==> src/rtl/pt8211_sample_fifo_if.sv <==
// -----------------------------------------------------------------------------
// pt8211_sample_fifo_if
//   Bundle between a sample source / pt8211_drive pair (master side) and the
//   stereo sample FIFO (slave side). Everything is synchronous to clk_1p5m_w.
//   Signal groups:
//     push side : wr_en, wr_left, wr_right, full
//     pop side  : req, dout_left, dout_right
//     status    : level, running, overflow, underrun_cnt
// -----------------------------------------------------------------------------
interface pt8211_sample_fifo_if #(
   parameter int DW         = 16,
   parameter int DEPTH_LOG2 = 6
);
   // Push side
   logic                  wr_en;
   logic [DW-1:0]         wr_left;
   logic [DW-1:0]         wr_right;
   logic                  full;

   // Pop side (req comes from pt8211_drive once per frame)
   logic                  req;
   logic [DW-1:0]         dout_left;
   logic [DW-1:0]         dout_right;

   // Status
   logic [DEPTH_LOG2:0]   level;
   logic                  running;
   logic                  overflow;
   logic [15:0]           underrun_cnt;

   // Source plus DAC driver: produce pushes and pop requests, observe the rest.
   modport master (
      output wr_en, wr_left, wr_right, req,
      input  full, dout_left, dout_right, level, running, overflow, underrun_cnt
   );

   // The FIFO itself.
   modport slave (
      input  wr_en, wr_left, wr_right, req,
      output full, dout_left, dout_right, level, running, overflow, underrun_cnt
   );
endinterface

==> src/rtl/pt8211_sample_fifo.sv <==
// -----------------------------------------------------------------------------
// pt8211_sample_fifo
//   Stereo sample buffer between free-running sample sources and the
//   one-request-per-frame pt8211_drive DAC driver.
//
//   - Holds 2**DEPTH_LOG2 {left,right} pairs in a dual-pointer memory.
//   - Starts in PRIMING; playback (RUNNING) begins once the registered fill
//     level reaches PRIME_LEVEL, so a fresh stream has headroom.
//   - A req while RUNNING with an empty buffer is an underrun: it is counted
//     (saturating) and the FIFO falls back to PRIMING to rebuild headroom.
//   - Pops have one cycle of latency; dout_* hold between pops.
//   - A write while full is dropped and sets the sticky overflow flag, unless
//     a pop happens in the same cycle, in which case the write is accepted.
//
//   Build option (macro UNDERRUN_MUTE_EN):
//     defined   : on underrun and on every req seen in PRIMING, dout_* go to 0.
//     undefined : dout_* keep the last popped pair (no click on short gaps).
// -----------------------------------------------------------------------------
module pt8211_sample_fifo #(
   parameter int DW          = 16,
   parameter int DEPTH_LOG2  = 6,
   parameter int PRIME_LEVEL = 32   // 1 .. 2**DEPTH_LOG2
) (
   input  logic                    clk_1p5m_w,
   input  logic                    rst_n,
   pt8211_sample_fifo_if.slave     bus
);

   localparam int DEPTH = 1 << DEPTH_LOG2;
   localparam int LW    = DEPTH_LOG2 + 1;

   localparam logic [LW-1:0] LVL_FULL  = LW'(DEPTH);
   localparam logic [LW-1:0] LVL_PRIME = LW'(PRIME_LEVEL);
   localparam logic [LW-1:0] LVL_ONE   = LW'(1);

`ifdef UNDERRUN_MUTE_EN
   localparam bit MUTE_ON_GAP = 1'b1;
`else
   localparam bit MUTE_ON_GAP = 1'b0;
`endif

   typedef enum logic {
      S_PRIMING = 1'b0,
      S_RUNNING = 1'b1
   } state_t;

   // Storage and state
   logic [2*DW-1:0]        mem [DEPTH];
   logic [DEPTH_LOG2-1:0]  wr_ptr;
   logic [DEPTH_LOG2-1:0]  rd_ptr;
   logic [LW-1:0]          level_q;
   state_t                 state;
   logic [DW-1:0]          dout_left_q;
   logic [DW-1:0]          dout_right_q;
   logic                   overflow_q;
   logic [15:0]            underrun_cnt_q;

   // Per-cycle decisions
   logic                   is_full;
   logic                   is_empty;
   logic                   do_pop;
   logic                   do_underrun;
   logic                   wr_accept;
   logic                   wr_drop;
   logic                   do_silence;

   // Decode what happens at the coming edge from the current registered state.
   always_comb begin
      // NOTE: every signal assigned here gets a default first so no latch is inferred.
      is_full     = 1'b0;
      is_empty    = 1'b0;
      do_pop      = 1'b0;
      do_underrun = 1'b0;
      wr_accept   = 1'b0;
      wr_drop     = 1'b0;
      do_silence  = 1'b0;

      is_full  = (level_q == LVL_FULL);
      is_empty = (level_q == '0);

      if (state == S_RUNNING && bus.req) begin
         do_pop      = !is_empty;
         do_underrun =  is_empty;
      end

      // A pop in the same cycle frees a slot, so a write at full still lands.
      wr_accept = bus.wr_en && (!is_full || do_pop);
      wr_drop   = bus.wr_en && !wr_accept;

      // req while priming is ignored for popping but may still mute the output.
      do_silence = MUTE_ON_GAP &&
                   (do_underrun || (state == S_PRIMING && bus.req));
   end

   // Sample memory: written on every accepted push.
   // NOTE: the storage array has no reset; validity is tracked by level/pointers,
   // which lets it map onto plain RAM.
   always_ff @(posedge clk_1p5m_w) begin
      if (wr_accept) begin
         mem[wr_ptr] <= {bus.wr_left, bus.wr_right};
      end
   end

   // Pointers and fill level.
   // NOTE: sequential state uses non-blocking assignments so every register
   // sees the pre-edge values of the others.
   always_ff @(posedge clk_1p5m_w or negedge rst_n) begin
      if (!rst_n) begin
         wr_ptr  <= '0;
         rd_ptr  <= '0;
         level_q <= '0;
      end else begin
         if (wr_accept) wr_ptr <= wr_ptr + 1'b1;
         if (do_pop)    rd_ptr <= rd_ptr + 1'b1;
         case ({wr_accept, do_pop})
            2'b10:   level_q <= level_q + LVL_ONE;
            2'b01:   level_q <= level_q - LVL_ONE;
            default: level_q <= level_q;
         endcase
      end
   end

   // Playback FSM: prime to PRIME_LEVEL, run until an underrun.
   always_ff @(posedge clk_1p5m_w or negedge rst_n) begin
      if (!rst_n) begin
         state <= S_PRIMING;
      end else begin
         case (state)
            S_PRIMING: if (level_q >= LVL_PRIME) state <= S_RUNNING;
            S_RUNNING: if (do_underrun)          state <= S_PRIMING;
            default:                             state <= S_PRIMING;
         endcase
      end
   end

   // Output sample registers: load on pop, optionally silence on gaps.
   always_ff @(posedge clk_1p5m_w or negedge rst_n) begin
      if (!rst_n) begin
         dout_left_q  <= '0;
         dout_right_q <= '0;
      end else if (do_pop) begin
         {dout_left_q, dout_right_q} <= mem[rd_ptr];
      end else if (do_silence) begin
         dout_left_q  <= '0;
         dout_right_q <= '0;
      end
   end

   // Sticky overflow flag and saturating underrun counter.
   always_ff @(posedge clk_1p5m_w or negedge rst_n) begin
      if (!rst_n) begin
         overflow_q     <= 1'b0;
         underrun_cnt_q <= '0;
      end else begin
         if (wr_drop) overflow_q <= 1'b1;
         if (do_underrun && underrun_cnt_q != 16'hFFFF) begin
            underrun_cnt_q <= underrun_cnt_q + 16'd1;
         end
      end
   end

   assign bus.full         = is_full;
   assign bus.dout_left    = dout_left_q;
   assign bus.dout_right   = dout_right_q;
   assign bus.level        = level_q;
   assign bus.running      = (state == S_RUNNING);
   assign bus.overflow     = overflow_q;
   assign bus.underrun_cnt = underrun_cnt_q;

endmodule
==> src/flat_wrapper.sv <==
// flat-port wrapper written by rule: the top's interface ports become plain ports
module pt8211_sample_fifo_flat 
#(
   parameter int DW          = 16,
   parameter int DEPTH_LOG2  = 6,
   parameter int PRIME_LEVEL = 32                        
)
  (clk_1p5m_w, rst_n, bus_wr_en, bus_wr_left, bus_wr_right, bus_req, bus_full, bus_dout_left, bus_dout_right, bus_level, bus_running, bus_overflow, bus_underrun_cnt);
  pt8211_sample_fifo_if #(.DW(DW), .DEPTH_LOG2(DEPTH_LOG2)) bus_i ();
  input  logic clk_1p5m_w;
  input  logic rst_n;
  input wire logic [$bits(bus_i.wr_en)-1:0] bus_wr_en;
  input wire logic [$bits(bus_i.wr_left)-1:0] bus_wr_left;
  input wire logic [$bits(bus_i.wr_right)-1:0] bus_wr_right;
  input wire logic [$bits(bus_i.req)-1:0] bus_req;
  output wire logic [$bits(bus_i.full)-1:0] bus_full;
  output wire logic [$bits(bus_i.dout_left)-1:0] bus_dout_left;
  output wire logic [$bits(bus_i.dout_right)-1:0] bus_dout_right;
  output wire logic [$bits(bus_i.level)-1:0] bus_level;
  output wire logic [$bits(bus_i.running)-1:0] bus_running;
  output wire logic [$bits(bus_i.overflow)-1:0] bus_overflow;
  output wire logic [$bits(bus_i.underrun_cnt)-1:0] bus_underrun_cnt;
  assign bus_i.wr_en = bus_wr_en;
  assign bus_i.wr_left = bus_wr_left;
  assign bus_i.wr_right = bus_wr_right;
  assign bus_i.req = bus_req;
  assign bus_full = bus_i.full;
  assign bus_dout_left = bus_i.dout_left;
  assign bus_dout_right = bus_i.dout_right;
  assign bus_level = bus_i.level;
  assign bus_running = bus_i.running;
  assign bus_overflow = bus_i.overflow;
  assign bus_underrun_cnt = bus_i.underrun_cnt;
  pt8211_sample_fifo #(.DW(DW), .DEPTH_LOG2(DEPTH_LOG2), .PRIME_LEVEL(PRIME_LEVEL)) u_core (.clk_1p5m_w(clk_1p5m_w), .rst_n(rst_n), .bus(bus_i));
endmodule
==> config.mk <==
export PLATFORM = sky130hd
export DESIGN_NAME = pt8211_sample_fifo_flat
export DESIGN_NICKNAME = d
export VERILOG_FILES = /design/src/rtl/pt8211_sample_fifo_if.sv /design/src/rtl/pt8211_sample_fifo.sv /design/src/flat_wrapper.sv
export SDC_FILE = /design/constraint.sdc
export NUM_CORES = 2
export LEC_CHECK = 0
export BUFFER_PORTS_ARGS = -buffer_cell sky130_fd_sc_hd__buf_2
export CAP_MARGIN = 20
export CORE_MARGIN = 2
export CORE_UTILIZATION = 40
export DETAILED_ROUTE_END_ITERATION = 10
export GPL_TIMING_DRIVEN = 0
export PLACE_DENSITY_LB_ADDON = 0.08
export SLEW_MARGIN = 20
export SYNTH_ARGS = -nofsm -noshare
export SYNTH_HDL_FRONTEND = slang
export SYNTH_SLANG_ARGS = --single-unit
==> constraint.sdc <==
create_clock -name clk_1p5m_w -period 7.7 [get_ports clk_1p5m_w]
set_input_delay 1.54 -clock clk_1p5m_w [delete_from_list [all_inputs] [get_ports clk_1p5m_w]]
set_output_delay 1.54 -clock clk_1p5m_w [all_outputs]
set_load 0.02 [all_outputs]
Yosys cells after proc, flatten, opt, wreduce, memory -nomap -nowiden
Memories as Yosys holds them, arrays and structs flattened. A register that Yosys moved wholly into a read port is not among the register bits.
Cells that the tools add are included.
{"block": "word_totals", "elab_cells": 37, "out_inout_bits": 58, "n_memories": 1, "latchBits": 0, "register_bits": 37, "in_bits": 36, "mem_bits_rw": 2048, "mem_bits_ro": 0}
{"block": "classes", "bitwise_logic": 1, "add_sub_neg": 5, "n_reduce_logical": 11, "n_lt_le_gt_ge": 1, "eq_ne": 4, "n_shift": 0, "mux": 8, "div_mod_pow": 0, "mul": 0}
{"memory": "u_core.mem", "depth": 64, "word_bits": 32, "read_ports": 1, "rd_ports_with_merged_regs": 1, "write_ports": 1, "line_no": "pt8211_sample_fifo.sv:48", "source": "logic [2*DW-1:0] mem [DEPTH];"}
{"op": "adder 16 x 1 -> 16 bit, second input constant", "count": 1}
{"op": "inequality test 16 bit, second input constant", "count": 1}
{"op": "case mux 7 bit (2 select lines)", "count": 1}
{"op": "adder 6 x 1 -> 6 bit, second input constant", "count": 2}
{"op": "adder 7 x 1 -> 7 bit, second input constant", "count": 1}
{"op": "equality test 7 bit, second input constant", "count": 1}
{"op": ">= comparator 7 x 6 -> 1 bit, second input constant", "count": 1}
{"op": "logical NOT 7 bit", "count": 1}
{"op": "subtractor 7 x 1 -> 7 bit, second input constant", "count": 1}
{"op": "two-way mux 1 bit", "count": 6}
{"op": "logical AND 1 bit", "count": 4}
{"op": "logical NOT 1 bit", "count": 4}
{"op": "equality test 2 x 1 -> 1 bit, second input constant", "count": 1}
{"op": "equality test 2 bit, second input constant", "count": 1}
{"op": "case mux 1 bit (2 select lines)", "count": 1}
{"op": "nonzero test 2 bit", "count": 1}
{"op": "logical OR 1 bit", "count": 1}
{"op": "NOT 1 bit", "count": 1}

Logic depth before layout (Yosys ltp)
{"block": "logic_depth", "depth_word": 7, "ltp_mapped": 12, "depth_no_buf": 11}

Worst setup path after synthesis
Ideal clock, no wire load.
{"block": "synth_timing", "kind": "input to register", "from": "in bus_req", "to": "mem u_core.mem[59][0] (netlist bit) (enable)", "path_buffers": 0, "path_slack_ns": 3.353, "required_ns": 7.279, "path_stages": 5, "setup_ns": 0.421, "t_arrival_ns": 3.925, "cell_sequence": "nand2_1 > a41oi_1 > nor2b_1 > nand3_1 > nor2_1"}
{"block": "synth_between", "elab_chain_cells": 6}
{"item": "start, declared", "line_no": "flat_wrapper.sv:15", "source": "input wire logic [$bits(bus_i.req)-1:0] bus_req;"}
{"item": "logical AND 1 bit", "line_no": "pt8211_sample_fifo.sv:81", "source": "if (state == S_RUNNING && bus.req) begin"}
{"item": "two-way mux 1 bit", "line_no": "pt8211_sample_fifo.sv:81"}
{"item": "logical OR 1 bit", "line_no": "pt8211_sample_fifo.sv:87", "source": "wr_accept = bus.wr_en && (!is_full || do_pop);"}
{"item": "logical AND 1 bit", "line_no": "pt8211_sample_fifo.sv:87"}
{"item": "two-way mux 1 bit", "line_no": "pt8211_sample_fifo.sv:99", "source": "if (wr_accept) begin"}
{"item": "two-way mux 1 bit (not written as such)", "line_no": "pt8211_sample_fifo.sv:100", "source": "mem[wr_ptr] <= {bus.wr_left, bus.wr_right};"}
{"item": "end, declared", "line_no": "pt8211_sample_fifo.sv:48"}
Every way passes these cells.

==> insert_results.sql <==
INSERT INTO impl_metrics (metric_group, metric, value, unit) VALUES
('worst_setup_path', 'critical_path.n_buffers_inverters', '5', ''),
('synth', 'synth_largest_area_cell', 'sky130_fd_sc_hd__edfxtp_1', ''),
('pwr', 'power_report.internal_total', '23.0', 'mW'),
('pwr', 'power.switching', '12.9', 'mW'),
('grt', 'globalRouteTotalUtil', '0.283', ''),
('floorplan', 'ioPinCount', '94', ''),
('outcome', 'outcome', 'finished clean', ''),
('placed_design', 'io_buffer_count', '93', ''),
('floorplan', 'core_area', '202000', 'µm²'),
('timing', 'maxSlewHeadroom', '0.181', ''),
('worst_setup_path', 'worst-path-stages', '9', ''),
('clock_network', 'cts.htree.levels', '4', ''),
('clock_network', 'cts_made_buffers', '221', ''),
('clock_network', 'cts.repair.resized', '0', ''),
('floorplan', 'initial_core_util', '0.403', ''),
('grt', 'initial_antenna_violation_count', '30', ''),
('synth', 'ys_dominant_reg_cell', 'sky130_fd_sc_hd__edfxtp_1', ''),
('min_path', 'holdCritPathClass', 'reg2reg', ''),
('pwr', 'power_per_cell_area', '372', 'nW/µm²'),
('placed_design', 'gpl_wtd_cong', '0.887', ''),
('timing', 'finalSetupViolCount', '0', ''),
('floorplan', 'die_h', '455', 'µm'),
('route', 'vias_per_cell', '6.12', ''),
('route', 'drc', '0', ''),
('synth', 'synthTopCellsByArea', 'sky130_fd_sc_hd__edfxtp_1 76%, sky130_fd_sc_hd__mux4_2 12%, sky130_fd_sc_hd__mux2i_1 2.9%', ''),
('route', 'wl', '293000', 'µm'),
('timing', 'final-hold-violation-count', '0', ''),
('pwr', 'p_leak', '31.0', 'nW'),
('clock_network', 'clk-insertion-delay-late', '0.88', 'ns'),
('pwr', 'power_frac_seq', '0.375', ''),
('synth', 'synth-edff-count', '2048', ''),
('placed_design', 'dp_slack', '2.78', 'ns'),
('final_layout', 'postLayoutCoreUtil', '0.477', ''),
('final_layout', 'syn_to_layout_area_delta', '18.5', '%'),
('synth', 'synth_nets', '3794', ''),
('route', 'detailroute.via_count', '43400', ''),
('synth', 'synth.cell_area', '81400', 'µm²'),
('pwr', 'sw_frac_of_total', '0.358', ''),
('synth', 'ys_top_cells_by_count', '2048 x sky130_fd_sc_hd__edfxtp_1, 420 x sky130_fd_sc_hd__mux4_2, 239 x sky130_fd_sc_hd__mux2i_1', ''),
('timing', 'timing.final.max_slew_violations', '0', ''),
('worst_setup_path', 'worst_r2r_startpoint', 'u_core.rd_ptr[2]$_DFFE_PN0N_', ''),
('grt', 'grt_start_max_net_pins', '65', ''),
('worst_setup_path', 'critical-path-top-cell-by-count', 'sky130_fd_sc_hd__buf_2', ''),
('synth', 'synth-seq-area-share', '0.777', ''),
('timing', 'hold_ws', '0.503', 'ns'),
('pwr', 'max-vdd-ir-drop', '279', 'µV'),
('clock_network', 'hold_fix_buffers_at_cts', '0', ''),
('synth', 'synth_seq_cells', '2117', ''),
('worst_setup_path', 'crit_slowest_cell', 'sky130_fd_sc_hd__mux2i_1', ''),
('synth', 'ys_async_sr_fraction', '0.0326', ''),
('worst_setup_path', 'path_cells', 'buf_2 > buf_2 > buf_2 > buf_2 > buf_2 > mux2i_1 > a22oi_1 > a32oi_1 > o31ai_1', ''),
('timing', 'period_needed', '4.74', 'ns'),
('route', 'postRouteAntennaNets', '0', ''),
('clock_network', 'cts_tree', 'built', ''),
('worst_setup_path', 'cp_data_arrival_time', '5.47', 'ns'),
('route', 'routed_wire_length_per_instance', '41.4', 'µm'),
('worst_setup_path', 'crit_path_start', 'u_core.rd_ptr[2]$_DFFE_PN0N_', ''),
('synth', 'yosys.cell_count.top_type', 'sky130_fd_sc_hd__edfxtp_1', ''),
('final_layout', 'finish.net_count', '4260', ''),
('worst_setup_path', 'timing_worst_setup_path_type', 'reg2reg', ''),
('clock_network', 'postCtsSetupRepairBufs', '0', ''),
('run', 'number_of_max_cap_violations', '0', ''),
('synth', 'synth_area_per_cell', '21.7', 'µm²'),
('worst_setup_path', 'critPathMaxStageDelay', '1.00', 'ns'),
('pwr', 'combinationalPowerShare', '0.332', ''),
('placed_design', 'hpwl_after_detailed_placement', '203000', 'µm'),
('worst_setup_path', 'worstRegToRegCells', '9', ''),
('timing', 'min_period_over_period', '0.616', ''),
('synth', 'yosysWarningCount', '0', ''),
('timing', 'max_freq', '211', 'MHz'),
('clock_network', 'clkTransAtPathRegs', '0.06', 'ns');
==> metal layers <==
layer | GRT usage | vias to the layer above | wire (µm)
met5 | 0.00414 | - | 151
met4 | 0.120 | 6 | 13700
met3 | 0.0568 | 481 | 25200
met2 | 0.419 | 2317 | 131000
met1 | 0.409 | 23800 | 123000
li1 | - | 16800 | -
==> metrics by stage <==
step | area [µm²] | power [mW]
final | 96400 | 35.9
after CTS | 96400 | 35.9
after global placement | 85200 | 25.1
after floorplan | 81400 | 19.7
after global routing | 96400 | 36.7
after detailed placement | 89300 | 25.5
==> cell families (layout without fill, tap and decap cells) <==
logic type      count (synthesis)  after routing  share of synthesized area
other cells                     0              3                          0
compound gates                393            393                     0.0351
mux                           682            682                      0.151
xor+xnor                       29             29                    0.00312
buf+inv                       219            878                     0.0158
simple gates                  300            300                     0.0169
fa+ha+maj                       9              9                    0.00148
flops                        2117           2117                      0.777
==> cell usage in the layout (no fill, tap or decap), types with 24 or more instances in the layout <==
cell                        synthesis  final
sky130_fd_sc_hd__buf_16             0     75
sky130_fd_sc_hd__o221ai_1          43     43
sky130_fd_sc_hd__nor2_4             0     64
sky130_fd_sc_hd__nor2b_1           24     24
sky130_fd_sc_hd__o22ai_1           40     40
sky130_fd_sc_hd__clkbuf_16          0    226
sky130_fd_sc_hd__buf_4             29     66
sky130_fd_sc_hd__a22oi_1           76     76
sky130_fd_sc_hd__nand3_1           30     30
sky130_fd_sc_hd__mux4_2           420    420
sky130_fd_sc_hd__clkinv_1           0     54
sky130_fd_sc_hd__dfrtp_1           69     69
sky130_fd_sc_hd__nor2_1           119     55
sky130_fd_sc_hd__nand2_1           62     62
sky130_fd_sc_hd__a211oi_1          37     33
sky130_fd_sc_hd__a21oi_1           81     80
sky130_fd_sc_hd__buf_12             4     72
sky130_fd_sc_hd__buf_2             74    139
sky130_fd_sc_hd__buf_6             26     28
sky130_fd_sc_hd__clkbuf_1          63     92
sky130_fd_sc_hd__mux2i_1          239    239
sky130_fd_sc_hd__edfxtp_1        2048   2048
sky130_fd_sc_hd__clkinv_2           0     53
==> layout make-up <==
class	count	area [µm²]
Antenna cell	3	7.51
Tap cell	2672	3340
Timing Repair Buffer	243	4040
Clock inverter	134	1060
Buffer	209	1270
Clock buffer	282	6010
Inverter	10	37.5
Fill cell	16600	106000
Multi-Input combinational cell	1413	17400
Sequential cell	2117	63200
==> worst register-to-register path: stages (launching register included) <==
cell                      delay, ns
sky130_fd_sc_hd__dfrtp_1       0.31
sky130_fd_sc_hd__buf_2         0.34
sky130_fd_sc_hd__buf_2         0.40
sky130_fd_sc_hd__buf_2         0.51
sky130_fd_sc_hd__buf_2         0.75
sky130_fd_sc_hd__buf_2         0.69
sky130_fd_sc_hd__mux2i_1       1.03
sky130_fd_sc_hd__a22oi_1       0.22
sky130_fd_sc_hd__a32oi_1       0.25
sky130_fd_sc_hd__o31ai_1       0.11
==> registers in the layout (all words and copies together), names as in the netlist <==
| register | count |
|---|---|
| u_core.bus.dout_right | 16 |
| u_core.mem | 2048 |
| u_core.bus.dout_left | 16 |
| u_core.rd_ptr | 6 |
| u_core.bus.running | 1 |
| u_core.bus.overflow | 1 |
| u_core.bus.level | 7 |
| u_core.bus.underrun_cnt | 16 |
| u_core.wr_ptr | 6 |
==> power groups by stage <==
stage	Clock, mW	Combinational (mW)	Sequential, mW
final	10.5	11.9	13.5
after global routing	11.1	12.2	13.5
after CTS	10.6	11.8	13.5
after detailed placement	0	11.8	13.7
after global placement	0	11.4	13.8
after floorplan	0	6.02	13.7
==> worst min-delay path by stage <==
stage                                                  from                                       to  slack, ns  depth (start not counted)
finish                      u_core.bus.overflow$_DFFE_PN0P_          u_core.bus.overflow$_DFFE_PN0P_       0.50                          1
global route                u_core.bus.overflow$_DFFE_PN0P_          u_core.bus.overflow$_DFFE_PN0P_       0.52                          1
CTS                 u_core.bus.underrun_cnt[11]$_DFFE_PN0P_  u_core.bus.underrun_cnt[11]$_DFFE_PN0P_       0.50                          1
detailed placement          u_core.bus.overflow$_DFFE_PN0P_          u_core.bus.overflow$_DFFE_PN0P_       0.48                          1
global placement            u_core.bus.overflow$_DFFE_PN0P_          u_core.bus.overflow$_DFFE_PN0P_       0.47                          1
floorplan                      u_core.wr_ptr[2]$_DFFE_PN0P_             u_core.wr_ptr[2]$_DFFE_PN0P_       0.46                          1
Note: power is estimated with default switching activity, not from simulation.
